`src/rtl/mdu_iterative.sv`:
```
// Iterative RV32M/RV64M multiply/divide unit for the EX stage.
// Radix-2 shift-add multiply and restoring divide on a shared 2*XLEN+1 accumulator.
module mdu_iterative #(
    parameter int unsigned XLEN  = 32,
    parameter int unsigned CNT_W = $clog2(XLEN) + 1
) (
    input  logic            clk,
    input  logic            reset,
    input  logic            start,
    input  logic [6:0]      op,
    input  logic [2:0]      funct3,
    input  logic [6:0]      funct7,
    input  logic [XLEN-1:0] rs1,
    input  logic [XLEN-1:0] rs2,
    input  logic            flush,
    output logic            is_mext,
    output logic            stall_req,
    output logic            busy,
    output logic            done,
    output logic [XLEN-1:0] result
);

    typedef enum logic [1:0] {
        S_IDLE,
        S_CALC,
        S_FIN,
        S_DONE
    } state_t;

    localparam logic [6:0]       OP_REG   = 7'b0110011;
    localparam logic [6:0]       F7_MEXT  = 7'b0000001;
    localparam logic [CNT_W-1:0] CNT_LAST = CNT_W'(XLEN - 1);
    localparam logic [CNT_W-1:0] CNT_ONE  = CNT_W'(1);
    localparam logic [XLEN-1:0]  MOST_NEG = {1'b1, {(XLEN-1){1'b0}}};

    state_t              state_q, state_d;
    logic [CNT_W-1:0]    cnt_q, cnt_d;
    logic [2*XLEN:0]     acc_q, acc_d;
    logic [XLEN-1:0]     opnd_q, opnd_d;
    logic [2:0]          f3_q, f3_d;
    logic                sa_q, sa_d;
    logic                sb_q, sb_d;
    logic [XLEN-1:0]     result_q, result_d;
    logic                busy_q, busy_d;
    logic                done_q, done_d;

    logic                accept;
    logic                a_signed, b_signed;
    logic                sgn_a, sgn_b;
    logic [XLEN-1:0]     mag_a, mag_b;
    logic                div_zero, div_ovf;

    logic [XLEN:0]       mul_sum;
    logic [2*XLEN:0]     mul_next;
    logic [2*XLEN:0]     div_shift;
    logic [XLEN:0]       div_trial;
    logic [2*XLEN:0]     div_next;

    logic [2*XLEN-1:0]   prod, prod_s;
    logic [XLEN-1:0]     quot_s, rem_s;
    logic [XLEN-1:0]     fin_result;

    assign is_mext   = (op == OP_REG) && (funct7 == F7_MEXT);
    assign accept    = start && is_mext && (state_q == S_IDLE) && !flush;
    assign stall_req = (start && is_mext && (state_q == S_IDLE))
                     || (state_q == S_CALC) || (state_q == S_FIN);

    assign busy   = busy_q;
    assign done   = done_q;
    assign result = result_q;

    // Operand decode: MULH, MULHSU (rs1 only), DIV and REM treat operands as signed.
    always_comb begin
        a_signed = (funct3 == 3'b001) || (funct3 == 3'b010)
                || (funct3 == 3'b100) || (funct3 == 3'b110);
        b_signed = (funct3 == 3'b001) || (funct3 == 3'b100) || (funct3 == 3'b110);
        sgn_a    = a_signed && rs1[XLEN-1];
        sgn_b    = b_signed && rs2[XLEN-1];
        mag_a    = sgn_a ? -rs1 : rs1;
        mag_b    = sgn_b ? -rs2 : rs2;
        div_zero = funct3[2] && (rs2 == '0);
        div_ovf  = funct3[2] && !funct3[0] && (rs1 == MOST_NEG) && (rs2 == '1);
    end

    // One radix-2 step of each algorithm; the divide remainder never needs bit 2*XLEN.
    always_comb begin
        mul_sum   = {1'b0, acc_q[2*XLEN-1:XLEN]} + {1'b0, opnd_q};
        mul_next  = acc_q[0] ? {1'b0, mul_sum, acc_q[XLEN-1:1]}
                             : {1'b0, acc_q[2*XLEN:1]};
        div_shift = {acc_q[2*XLEN-1:0], 1'b0};
        div_trial = div_shift[2*XLEN:XLEN] - {1'b0, opnd_q};
        div_next  = div_trial[XLEN] ? div_shift
                                    : {div_trial, div_shift[XLEN-1:1], 1'b1};
    end

    always_comb begin
        prod   = acc_q[2*XLEN-1:0];
        prod_s = (sa_q ^ sb_q) ? -prod : prod;
        quot_s = (sa_q ^ sb_q) ? -acc_q[XLEN-1:0] : acc_q[XLEN-1:0];
        rem_s  = sa_q ? -acc_q[2*XLEN-1:XLEN] : acc_q[2*XLEN-1:XLEN];
        case (f3_q[2:1])
            2'b00:   fin_result = f3_q[0] ? prod_s[2*XLEN-1:XLEN] : prod_s[XLEN-1:0];
            2'b01:   fin_result = prod_s[2*XLEN-1:XLEN];
            2'b10:   fin_result = quot_s;
            default: fin_result = rem_s;
        endcase
    end

    always_comb begin
        state_d  = state_q;
        cnt_d    = cnt_q;
        acc_d    = acc_q;
        opnd_d   = opnd_q;
        f3_d     = f3_q;
        sa_d     = sa_q;
        sb_d     = sb_q;
        result_d = result_q;
        done_d   = 1'b0;

        unique case (state_q)
            S_IDLE: begin
                if (accept) begin
                    f3_d  = funct3;
                    sa_d  = sgn_a;
                    sb_d  = sgn_b;
                    cnt_d = '0;
                    if (div_zero) begin
                        result_d = funct3[1] ? rs1 : '1;
                        done_d   = 1'b1;
                        state_d  = S_DONE;
                    end else if (div_ovf) begin
                        result_d = funct3[1] ? '0 : rs1;
                        done_d   = 1'b1;
                        state_d  = S_DONE;
                    end else begin
                        state_d = S_CALC;
                        if (funct3[2]) begin
                            acc_d  = {{(XLEN+1){1'b0}}, mag_a};
                            opnd_d = mag_b;
                        end else begin
                            acc_d  = {{(XLEN+1){1'b0}}, mag_b};
                            opnd_d = mag_a;
                        end
                    end
                end
            end
            S_CALC: begin
                acc_d = f3_q[2] ? div_next : mul_next;
                cnt_d = cnt_q + CNT_ONE;
                if (cnt_q == CNT_LAST) begin
                    state_d = S_FIN;
                end
            end
            S_FIN: begin
                result_d = fin_result;
                done_d   = 1'b1;
                state_d  = S_DONE;
            end
            S_DONE: begin
                state_d = S_IDLE;
            end
            default: begin
                state_d = S_IDLE;
            end
        endcase

        if (flush && (state_q != S_IDLE)) begin
            state_d  = S_IDLE;
            done_d   = 1'b0;
            result_d = result_q;
        end

        busy_d = (state_d == S_CALC) || (state_d == S_FIN);
    end

    always_ff @(posedge clk) begin
        if (reset) begin
            state_q  <= S_IDLE;
            cnt_q    <= '0;
            acc_q    <= '0;
            opnd_q   <= '0;
            f3_q     <= '0;
            sa_q     <= 1'b0;
            sb_q     <= 1'b0;
            result_q <= '0;
            busy_q   <= 1'b0;
            done_q   <= 1'b0;
        end else begin
            state_q  <= state_d;
            cnt_q    <= cnt_d;
            acc_q    <= acc_d;
            opnd_q   <= opnd_d;
            f3_q     <= f3_d;
            sa_q     <= sa_d;
            sb_q     <= sb_d;
            result_q <= result_d;
            busy_q   <= busy_d;
            done_q   <= done_d;
        end
    end

endmodule

```
`config.mk`:
```
export PLATFORM = sky130hd
export DESIGN_NAME = mdu_iterative
export DESIGN_NICKNAME = d
export VERILOG_FILES = /design/src/rtl/mdu_iterative.sv
export SDC_FILE = /design/constraint.sdc
export NUM_CORES = 1
export LEC_CHECK = 0
export ABC_AREA = 1
export ABC_CLOCK_PERIOD_IN_PS = 5100
export BUFFER_PORTS_ARGS = -buffer_cell sky130_fd_sc_hd__buf_4
export CORE_MARGIN = 5
export CORE_UTILIZATION = 25
export DETAILED_ROUTE_END_ITERATION = 12
export PLACE_DENSITY = 0.43
export SKIP_LAST_GASP = 1
export SLEW_MARGIN = 40
export SYNTH_ARGS = -nofsm -noshare
export SYNTH_HDL_FRONTEND = slang
export SYNTH_SLANG_ARGS = --single-unit
export TNS_END_PERCENT = 50
```
`constraint.sdc`:
```
create_clock -name clk -period 5.1 [get_ports clk]
set_input_delay 0.255 -clock clk [delete_from_list [all_inputs] [get_ports clk]]
set_output_delay 0.255 -clock clk [all_outputs]
set_load 0.01 [all_outputs]
```
* After elaboration in Yosys (flattened, before gate mapping)
Index checks and enable logic that the tools add are counted.
** Storage, ports and cells
- Register bits after elaboration :: 144
- Output and inout bits :: 36
- Word-level logic and storage cells :: 109
** Cells by class
- Add/sub/neg operators :: 8
- Eq/ne operators :: 20
- Mux-type cells :: 34
- Bitwise logic cells :: 4
- Reduce and logical (&&, ||, !) cells :: 33
** Operator list (number)
- 32-bit 2-to-1 mux :: 12
- 65-bit 2-to-1 mux :: 5
- 65-bit case mux with 2 select lines :: 1
- 64-bit 2-to-1 mux :: 2
- 32-bit negator :: 4
- 32-bit case mux with 3 select lines :: 1
- 32-bit == test (second input constant) :: 2
- 64-bit negator :: 1
- 32-bit case mux with 2 select lines :: 1
- 32-bit by 32-bit adder with 33-bit output :: 1
- 33-bit by 32-bit subtractor with 33-bit output :: 1
- 32-bit logical NOT :: 1
- 6-bit case mux with 2 select lines :: 1
- 4-bit AND reduction :: 3
- 1-bit logical AND :: 11
- 2-bit 2-to-1 mux :: 5
- 2-bit == test (second input constant) :: 4
- 1-bit logical OR :: 8
- 2-bit case mux with 4 select lines :: 1
- 7-bit by 1-bit == test with 1-bit output (second input constant) :: 1
- 7-bit by 6-bit == test with 1-bit output (second input constant) :: 1
- 6-bit by 1-bit adder with 6-bit output (second input constant) :: 1
- 2-bit by 1-bit == test with 1-bit output (second input constant) :: 3
- 3-bit == test (second input constant) :: 2
- 15 further kinds :: 26

* Longest topological paths before layout
- Depth after elaboration :: 11
- Depth in mapped cells :: 20
- Depth with buffers taken out :: 19

* Worst setup path after synthesis
OpenSTA, ideal clock, no wires.
- Kind :: register to register
- From :: register acc_q[32]
- To :: register acc_q[32]
- Library setup time :: 0.132 ns
- Arrival :: 2.885 ns
- Setup slack :: 2.083 ns
- Stages on the path, launching flop included :: 18
- Period minus slack after synthesis :: 3.017 ns
- Cells stage by stage :: dfxtp_1 clkinv_1 fa_1 inv_1 nand3_1 nand3_1 nand2_1 nand3_1 nand2_1 nand2_1 nand4_1 nand2_1 ha_1 inv_1 clkbuf_1 o21ai_0 o221ai_1 a21oi_1
** On the way
- Longest elaborated chain between the ends :: 4
** RTL lines
- start: declaration :: RTL line 38 : logic [2*XLEN:0] acc_q, acc_d;
- start signal: assignment :: RTL line 180 : acc_q <= '0;
- start signal: assignment :: RTL line 191 : acc_q <= acc_d;
- 33-bit by 32-bit subtractor with 33-bit output / 32-bit by 32-bit adder with 33-bit output (equally long branches) :: RTL line 91, 87
- 65-bit 2-to-1 mux / 64-bit 2-to-1 mux (equally long branches) :: RTL line 92, 88
- 65-bit 2-to-1 mux * :: RTL line 148 : acc_d = f3_q[2] ? div_next : mul_next;
- 65-bit case mux with 2 select lines * :: RTL line 120 : unique case (state_q)
Mark *: on every way between the ends. The rest lies on a longest branch, timed or not.
A chain may end at the register's enable or synchronous reset.

* Worst setup path in the final report
- From :: register acc_q[32]
- To :: register acc_q[45]
The elaborated chain is that of the path after synthesis.

==> out/summary.md <==
### Status
* **status** completed

### Clock tree
* **Clock H-tree levels** 4
* **post-cts sizing count** 0
* **Clock Latency Late Sink** 0.49 ns
* **total setup buffers inserted after CTS** 0
* **clock tree from TritonCTS** built
* **maximum clock insertion buffer count** 2
* **CTS root buffer** clkbuf_16
* **clock-pin slew on the worst setup and hold paths** 0.08 ns
* **clock sinks** 144
* **number of buffers inserted during clock tree synthesis** 17

### Finish
* **final non-filler cell total** 4,560
* **commonest cells after routing, fill and taps aside** nand2_1 (1,139), inv_1 (434), nand3_1 (424)
* **synthesis-to-finish area growth** 12.83%
* **most common cell after layout, fill and taps aside** nand2_1
* **proportion of layout cells with a drive suffix above 1** 6.630%
* **final net count** 3,735
* **Filler Cell Count** 8,682

### Timing
* **fmax** 253.3 MHz
* **final worst path period need** 3.949 ns
* **count of endpoints failing hold in the final timing report** 0
* **worst relative slew slack** 44.77%
* **setup-violating endpoint count in the final report** 0
* **Fin Clk Skew** 0.01856 ns
* **final worst path period share** 77.42%
* **Worst Hold Slack** 0.1220 ns
* **RSZ-0062 raised after global routing** no
* **actual slew at the worst max-slew pin** 0.8284 ns
* **Setup TNS** 0 ns
* **Final Slew Violations** 0

### Drt
* **drt first pass iters** 6
* **wire length reported by the detailed router** 93.18 mm
* **via count normalized by instance count** 5.043
* **Starting DRT DRC Count** 2,317
* **vias** 23,000
* **count of unresolved DRC violations after routing** 0
* **remaining number of nets flagged by the antenna check after routing** 0
* **post-DR wirelength/cell** 20.43 um

### Logic synthesis
* **post-synthesis instance area** 18,650 um^2
* **sequential fraction of the synthesis area** 15.46%
* **largest family of logic cells by synthesized area** simple AND/OR/NAND/NOR gates
* **arithmetic-cell share of the synthesized area counting full adders, half adders and majority gates** 4.979%
* **Primary FF master, synth** dfxtp_1
* **Post-Syn Nets** 3,708
* **flops & latches, synth** 144
* **Mapped Cells** 3,550
* **post-synthesis mux area share** 0%
* **Compound-Gate Fraction of Synth Area** 17.26%
* **Ys Warns** 0
* **number of enable flip-flop cells after synthesis** 0
* **number of different library cells in the post-synthesis netlist** 49
* **parity-gate share of the synthesized area counting xor and xnor cells** 3.100%
* **fraction of synthesis flops using an asynchronous set or reset pin** 0%
* **per-instance average area after synthesis** 5.253 um^2
* **Synth Area in Simple Gates** 46.56%

### Floorplan
* **overall die width** 283.1 um
* **effective utilization at floorplan** 25.13%
* **die area** 80,150 um^2
* **standard-cell rows** 100
* **chip height** 283.1 um
* **number of placed I/O pins** 121
* **area of the core region** 74,200 um^2

### Worst setup path
* **Worst Setup Path Type** register to register
* **FF-to-FF End** acc_q[45]
* **biggest fanout along the worst timing path** 22
* **kind of end point of the critical path** register
* **worst endpoint required time** 5.50 ns
* **list of cells traversed by the critical path** clkinv_1 > fa_1 > inv_1 > nand3_1 > nand3_1 > nand2_1 > nand3_1 > nand2_1 > nand2_1 > nand4_1 > nand2_1 > ha_1 > inv_1 > buf_4 > a21oi_1 > o21ai_0 > nand3_1 > a21oi_1
* **delay of the slowest cell on the worst path** 0.49 ns
* **startpoint of the lowest-slack register-to-register path** acc_q[32]
* **minimum setup slack among reg-to-reg paths** 1.15 ns
* **depth of the worst register-to-register path** 18
* **Startpoint Class** register
* **library cell contributing the largest single delay on the critical path** dfxtp_1
* **arrival time at the worst endpoint** 4.35 ns

### Global route
* **wire length of the first global-routing pass** 137.3 mm
* **pin count of the biggest net entering global routing** 81
* **initial antenna violation count** 1
* **combined global-route utilization of all metal layers** 22.16%
* **vias in the first global route** 20,930
* **grt ovf** 0

### Placement
* **# port buffers** 120
* **GP Congestion** 0.9630
* **count of placed standard cells including taps** 4,526
* **HPWL Detailed** 74.57 mm

### Pwr
* **total design power** 2.960 mW
* **Pleak** 10.68 nW
* **Max VDD drop** 0.2448 mV
* **ratio of total power to cell area** 140.7 nW/um^2

### Min path
* **Hold Path Sink** done
* **kind of path behind the tightest hold check** primary input to register
* **hold path startpoint** flush
* **number of cells on the worst hold path** 4

### Run
* **max-cap violations** 0

routing by layer:
metal / vias to the layer above / GRT usage, % / routed length [um]
li1: 11550 / - / -
met1: 10600 / 31.95 / 44020
met2: 780 / 35.22 / 41170
met3: 76 / 2.460 / 5644
met4: 0 / 5.767 / 2345
met5: - / 0 / 0
through the flow:
step           setup WS (ns)  area (um^2)  util [%]
6_report               1.151        21040     28.36
4_1_cts                1.216        21040     28.35
3_5_place_dp           1.244        20420     27.52
5_1_grt               0.7918        21040     28.35
3_3_place_gp           1.334        20380     27.47
2_1_floorplan          2.083        18650         -
logic make-up (layout without fill, tap and decap cells):
family / after synthesis / after routing
AND/OR/NAND/NOR: 2060 / 2060
AO/OA/AOI/OAI: 610 / 610
buffers and inverters: 597 / 637
flip-flops: 144 / 144
adder cells (fa/ha/maj): 73 / 73
XOR/XNOR: 66 / 66
other: 0 / 1
registers in the layout, summed over array words and instances, names as in the netlist, 2 cells and up:
register  cells
cnt_q         6
opnd_q       32
result       32
acc_q        65
f3_q          3
state_q       2
cells in the mapped netlist (all sizes together), types with 2 or more instances:
cell	instances	area (um^2)
a21boi	9	67.56
a21o	2	15.01
a21oi	316	1582
a31oi	3	18.77
and2	5	31.28
buf	52	305.3
clkbuf	95	357.8
clkinv	3	16.27
dfxtp	144	2883
fa	2	40.04
ha	71	888.4
inv	447	1678
nand2	1143	4310
nand3	427	2152
nand3b	18	135.1
nand4	59	381.6
nor2	355	1368
nor3	32	165.2
nor4	6	43.79
o211ai	27	202.7
o21a	11	82.58
o21ai	229	1154
o21bai	7	52.55
o22ai	2	12.51
o31ai	2	15.01
or2	13	81.33
xnor2	16	140.1
xor2	50	437.9
final cells by class:
| type | count | area, um^2 | area share [%] |
|---|---|---|---|
| antenna | 1 | 2.502 | 0.01189 |
| tap | 969 | 1212 | 5.762 |
| multi-input combinational | 2809 | 13450 | 63.93 |
| clock buffer | 18 | 439.2 | 2.087 |
| timing repair buffer | 155 | 1185 | 5.632 |
| inverter | 450 | 1697 | 8.064 |
| clock inverter | 14 | 170.2 | 0.8088 |
| sequential | 144 | 2884 | 13.71 |
worst max-delay path by stage:
stage                     startpoint         to
after floorplan            acc_q[32]  acc_q[32]
after global placement     acc_q[32]  acc_q[50]
final                      acc_q[32]  acc_q[45]
after global routing       acc_q[32]  acc_q[50]
after CTS                  acc_q[32]  acc_q[45]
after detailed placement   acc_q[32]  acc_q[45]
where the power goes:
part / total, mW / internal (mW) / switching [mW]
Sequential: 1.12 / 1.12 / 0.0000283
Combinational: 0.452 / 0.135 / 0.316
Clock: 1.38 / 0.752 / 0.633
Total: 2.96 / 2.01 / 0.950
critical path, delay by kind of cell, from the launching register on:
| kind | cells | cell delay, ns |
|---|---|---|
| AND/OR/NAND/NOR | 9 | 0.94 |
| adder cells (fa/ha/maj) | 2 | 0.72 |
| buffers and inverters | 4 | 1.33 |
| AO/OA/AOI/OAI | 3 | 0.39 |
| flip-flops | 1 | 0.49 |
what timing repair did:
| action | 4_1_cts | 5_1_grt |
|---|---|---|
| setup endpoints to repair | 0 | 0 |
| endpoints found under the hold margin | 2 | 0 |
| hold buffers | 1 | 0 |
(Power assumes the default switching activity.)
